**src/rtl/ldm_seq.sv**
```systemverilog
// Block-transfer sequencer for LDM/STM: walks a register list in ascending order,
// presenting one memory beat per accepted cycle, then reports the base-writeback offset.
module ldm_seq #(
    parameter int NREG       = 16,
    parameter int CODE_W     = $clog2(NREG),
    parameter int BEAT_BYTES = 4,
    parameter int DW         = 32
) (
    input  logic              i_clk,
    input  logic              i_rst,
    input  logic              i_start,
    input  logic [NREG-1:0]   i_reg_list,
    input  logic [1:0]        i_pu,
    input  logic              i_is_load,
    input  logic              i_stall,
    input  logic              i_flush,
    output logic              o_busy,
    output logic              o_hold,
    output logic              o_mem_vld,
    output logic [CODE_W-1:0] o_reg_code,
    output logic [DW-1:0]     o_offset,
    output logic              o_wb_vld,
    output logic              o_last,
    output logic              o_done,
    output logic [DW-1:0]     o_wb_offset
);

    typedef enum logic [1:0] {
        ST_IDLE = 2'd0,
        ST_XFER = 2'd1,
        ST_DONE = 2'd2
    } state_t;

    state_t            state_q, state_d;
    logic [NREG-1:0]   rem_list_q, rem_list_d;
    logic [CODE_W:0]   cnt_q, cnt_d;
    logic [DW-1:0]     offset_q, offset_d;
    logic              load_q, load_d;
    logic              up_q, up_d;

    logic [CODE_W:0]   start_cnt;
    logic [DW-1:0]     start_span;
    logic [DW-1:0]     total_span;
    logic [CODE_W-1:0] low_code;
    logic              one_left;
    logic              in_xfer;

    always_comb begin
        start_cnt = '0;
        for (int i = 0; i < NREG; i++) begin
            start_cnt = start_cnt + {{CODE_W{1'b0}}, i_reg_list[i]};
        end
        start_span = DW'(start_cnt) * DW'(BEAT_BYTES);
        total_span = DW'(cnt_q) * DW'(BEAT_BYTES);
    end

    // Scan from the top so the lowest set bit is the one left standing.
    always_comb begin
        low_code = '0;
        for (int i = NREG - 1; i >= 0; i--) begin
            if (rem_list_q[i]) begin
                low_code = CODE_W'(i);
            end
        end
        one_left = (rem_list_q != '0) &&
                   ((rem_list_q & (rem_list_q - NREG'(1))) == '0);
    end

    always_comb begin
        state_d    = state_q;
        rem_list_d = rem_list_q;
        cnt_d      = cnt_q;
        offset_d   = offset_q;
        load_d     = load_q;
        up_d       = up_q;
        case (state_q)
            ST_IDLE: begin
                if (i_start) begin
                    rem_list_d = i_reg_list;
                    cnt_d      = start_cnt;
                    load_d     = i_is_load;
                    up_d       = i_pu[0];
                    case (i_pu)
                        2'b01:   offset_d = '0;
                        2'b11:   offset_d = DW'(BEAT_BYTES);
                        2'b00:   offset_d = DW'(BEAT_BYTES) - start_span;
                        default: offset_d = '0 - start_span;
                    endcase
                    state_d = (start_cnt != '0) ? ST_XFER : ST_DONE;
                end
            end
            ST_XFER: begin
                if (i_flush) begin
                    state_d    = ST_IDLE;
                    rem_list_d = '0;
                    cnt_d      = '0;
                    offset_d   = '0;
                    load_d     = 1'b0;
                    up_d       = 1'b0;
                end else if (!i_stall) begin
                    rem_list_d[low_code] = 1'b0;
                    offset_d = offset_q + DW'(BEAT_BYTES);
                    if (one_left) begin
                        state_d = ST_DONE;
                    end
                end
            end
            default: begin
                // DONE lasts one cycle whether or not a flush arrives.
                state_d    = ST_IDLE;
                rem_list_d = '0;
                cnt_d      = '0;
                offset_d   = '0;
                load_d     = 1'b0;
                up_d       = 1'b0;
            end
        endcase
    end

    always_ff @(posedge i_clk) begin
        if (i_rst) begin
            state_q    <= ST_IDLE;
            rem_list_q <= '0;
            cnt_q      <= '0;
            offset_q   <= '0;
            load_q     <= 1'b0;
            up_q       <= 1'b0;
        end else begin
            state_q    <= state_d;
            rem_list_q <= rem_list_d;
            cnt_q      <= cnt_d;
            offset_q   <= offset_d;
            load_q     <= load_d;
            up_q       <= up_d;
        end
    end

    assign in_xfer     = (state_q == ST_XFER);
    assign o_busy      = (state_q != ST_IDLE);
    assign o_hold      = in_xfer;
    assign o_mem_vld   = in_xfer;
    assign o_reg_code  = in_xfer ? low_code : '0;
    assign o_offset    = in_xfer ? offset_q : '0;
    assign o_wb_vld    = in_xfer & load_q;
    assign o_last      = in_xfer & one_left;
    assign o_done      = (state_q == ST_DONE);
    assign o_wb_offset = (state_q == ST_DONE) ? (up_q ? total_span : ('0 - total_span)) : '0;

endmodule
```
**config.mk**
```make
export PLATFORM = sky130hd
export DESIGN_NAME = ldm_seq
export DESIGN_NICKNAME = d
export VERILOG_FILES = /design/src/rtl/ldm_seq.sv
export SDC_FILE = /design/constraint.sdc
export NUM_CORES = 1
export LEC_CHECK = 0
export ABC_AREA = 1
export BUFFER_PORTS_ARGS = -buffer_cell sky130_fd_sc_hd__clkbuf_2
export CELL_PAD_IN_SITES_DETAIL_PLACEMENT = 1
export CELL_PAD_IN_SITES_GLOBAL_PLACEMENT = 1
export CORE_ASPECT_RATIO = 1.1
export CORE_MARGIN = 8
export CORE_UTILIZATION = 25
export CTS_CLUSTER_DIAMETER = 40
export DETAILED_ROUTE_END_ITERATION = 10
export HOLD_SLACK_MARGIN = 0.1
export PLACE_DENSITY = 0.67
export SETUP_SLACK_MARGIN = 0.02
export SLEW_MARGIN = 20
export SYNTH_ARGS = -nofsm -noshare
export SYNTH_HDL_FRONTEND = slang
export SYNTH_SLANG_ARGS = --single-unit
```
**constraint.sdc**
```tcl
create_clock -name i_clk -period 7.7 [get_ports i_clk]
set_input_delay 0.385 -clock i_clk [delete_from_list [all_inputs] [get_ports i_clk]]
set_output_delay 0.385 -clock i_clk [all_outputs]
set_load 0.005 [all_outputs]
```
==> results by group <==
Outcome
  – Status: finished, final reports clean

Cells and area
  – Cell Count, Final, Fillers Out: 1,099
  – Antenna Cells: 0
  – Filler Cells Inserted: 2,519
  – Post-layout nets: 895
  – Ratio of cells with drive above 1 in the final layout: 17.7%
  – Area grow syn2layout: 12.5%

Global route
  – Number of global-route vias before repair: 5,302
  – Largest net degree at the start of global routing: 56
  – First-pass GRT wire length: 28,000 um
  – All-Layer GR Usage: 14.3%
  – GRT overflow: 0
  – Initial antenna violation count: 0

Placed design
  – Placed Instances: 1,090
  – RePlAce Congestion: 0.808
  – Hpwl dp: 12,900 um
  – I/O Buffers: 93

Drt
  – DRC violations left: 0
  – Final ANT Viol Nets: 0
  – Drt wl/cell: 15.4 um
  – First DRT Iteration DRCs: 214
  – Met2 wire length: 8510 um
  – Top Metal Used: met4
  – Total vias in the final route: 5,139
  – DR WL met3: 669 um
  – Routed WL: 16,900 um
  – Met1 WL: 7540 um
  – DR vias/cell: 4.68
  – TritonRoute pass-1 iters: 4

Hold path
  – Min-delay worst type: in2reg

Die
  – DIE WIDTH: 149 um
  – Initial Util: 25.5%
  – Core ar.: 19,200 um^2
  – Area of the die: 24,300 um^2
  – Die Ht: 163 um
  – Cell Rows: 53
  – I/O Pins: 98

STA
  – Slew @ Worst Pin: 1.09 ns
  – Slew Limit Fails: 0
  – Skew final: 0.0105 ns
  – Crit share post-route: 64.2%
  – Final setup viols: 0
  – RSZ-0062 raised after global routing: no
  – Fmax: 202 MHz
  – Relative slew slack: 27.5%
  – Setup TNS Final: 0 ns
  – Fin. Hold Viols: 0
  – Period minus WS final: 4.94 ns

Yosys
  – Top-area cell type share of the netlist area: 22.6%
  – Cells after Synth: 802
  – Post-synthesis sequential area ratio: 22.6%
  – Yosys warns: 0
  – Synth Area per Inst: 6.09 um^2
  – Synth area leaders: dfxtp_1 23%, nand2_1 18%, inv_1 8.3%
  – Area of the mapped netlist: 4880 um^2
  – Netlist cell types: 42
  – Synth Register Bits: 55
  – Yosys top cell by area: dfxtp_1

Clocking
  – CTS resizes: 0
  – Root buf cell: clkbuf_16
  – Clock sink count: 55
  – Total CTS buffers: 5
  – CTS tree: built
  – Hold buffers post-CTS: 0
  – Postcts setup bufs: 0
  – H-tree levels: 2
  – Clock tree buffer depth: 2
  – Clk slew on worst S/H paths: 0.08 ns
  – Clock Latency Late Sink: 0.31 ns

Power and ir drop
  – Pwr dens: 350 nW/um^2
  – Static Leak: 2.47 nW
  – VDD IR max: 0.146 mV

Worst setup path
  – Crit path kind: in2reg
  – Worst-path fanout max: 25
  – CP Data Arrival Time: 5.11 ns
  – CP Launch Type: input port
  – Data required time of the worst path: 7.87 ns
  – CP endpoint kind: flop

Job
  – # Max-Cap Violations: 0
==> through the flow <==
step                instance area (um^2)  setup WS, ns  hold slack [ns]  power (mW)  utilization [%]
floorplan                           4890          3.40            0.441        1.35                -
global placement                    5290          2.53            0.457        1.62             27.6
detailed placement                  5290          2.42            0.466        1.64             27.6
CTS                                 5460          2.70            0.312        1.94             28.5
global route                        5490          2.50            0.312        2.13             28.7
finish                              5490          2.76            0.310        1.92             28.7
==> synthesized netlist by cell type (all sizes together) <==
master / number
nand3: 50
nor3: 22
o31ai: 2
inv: 116
nand2: 243
xnor2: 1
o311ai: 1
a21oi: 66
o21ai: 40
xor2: 1
dfxtp: 55
buf: 52
nand4: 11
or2: 1
a31oi: 1
ha: 10
clkbuf: 6
o41ai: 1
nor4: 1
o221ai: 1
o32ai: 7
conb: 1
o211ai: 6
nor2: 95
a211oi: 1
fa: 10
nor3b: 1
==> power breakdown <==
group	switching [mW]	internal, mW
clock network	0.123	0.163
registers	0.124	0.380
logic	0.756	0.378
==> worst max-delay path, cell delays in order <==
cell      delay [ns]
clkbuf_2        0.09
inv_1           0.06
fa_1            0.56
fa_1            0.44
fa_1            0.48
fa_1            0.49
inv_1           0.04
ha_1            0.19
fa_1            0.38
or2_2           0.28
nand2_1         0.11
ha_1            0.19
nand3_1         0.12
o21ai_2         0.85
o21ai_0         0.24
nand2_1         0.12
a21oi_1         0.06
==> cell type report <==
cell class | instances | area (um^2) | area share (%)
clock buffers | 6 | 139 | 2.53
clock inverters | 2 | 35.0 | 0.638
inverters | 116 | 435 | 7.93
multi-input cells | 576 | 2960 | 53.8
flip-flops and latches | 55 | 1100 | 20.0
well taps | 247 | 309 | 5.63
repair buffers | 97 | 515 | 9.38
==> cell usage in the layout, fill, tap and decap left out, types with 3 or more instances in the layout <==
cell | Yosys | final
inv_2 | 8 | 8
clkbuf_2 | 0 | 93
o21ai_0 | 31 | 31
nand2_1 | 235 | 235
nor2_2 | 9 | 9
inv_1 | 108 | 108
nand3_1 | 45 | 45
conb_1 | 1 | 4
nand3_2 | 4 | 4
nor2_4 | 5 | 5
nor3_2 | 6 | 6
o32ai_1 | 7 | 7
a21oi_1 | 66 | 66
nor2_1 | 80 | 80
o211ai_1 | 6 | 6
ha_1 | 10 | 10
fa_1 | 10 | 10
dfxtp_1 | 55 | 55
buf_4 | 32 | 3
o21ai_1 | 7 | 7
nand4_1 | 11 | 11
nor3_1 | 15 | 15
nand2_2 | 8 | 7
clkbuf_16 | 0 | 5
==> cell families after synthesis <==
logic type      count (synthesis)  synth area share (%)
xor+xnor                        2                 0.359
simple gates                  424                  38.7
fa+ha+maj                      20                  6.66
flops                          55                  22.6
compound gates                126                  14.5
buf+inv                       174                  17.2
other cells                     1                0.0768
==> registers in the layout (all words and copies together), names as in the netlist <==
| signal | cells |
|---|---|
| cnt_q | 5 |
| load_q | 1 |
| offset_q | 30 |
| rem_list_q | 16 |
| state_q | 2 |
| up_q | 1 |
==> layer usage <==
layer | track usage, % | up-vias
li1 | - | 2608
met1 | 17.1 | 2435
met2 | 25.6 | 81
met3 | 2.92 | 15
met4 | 3.17 | 0
met5 | 0 | -
==> path summary, 6_finish.rpt <==
path / start / end / slack, ns / cells after the start
setup / recovery: i_reg_list[0] / offset_q[26] / 2.76 / 17
hold / removal: i_is_load / load_q / 0.31 / 3
setup reg to reg: state_q[1] / offset_q[26] / 4.90 / 9
hold reg to reg: load_q / load_q / 0.47 / 2
Power figures use the tool's default switching activity.
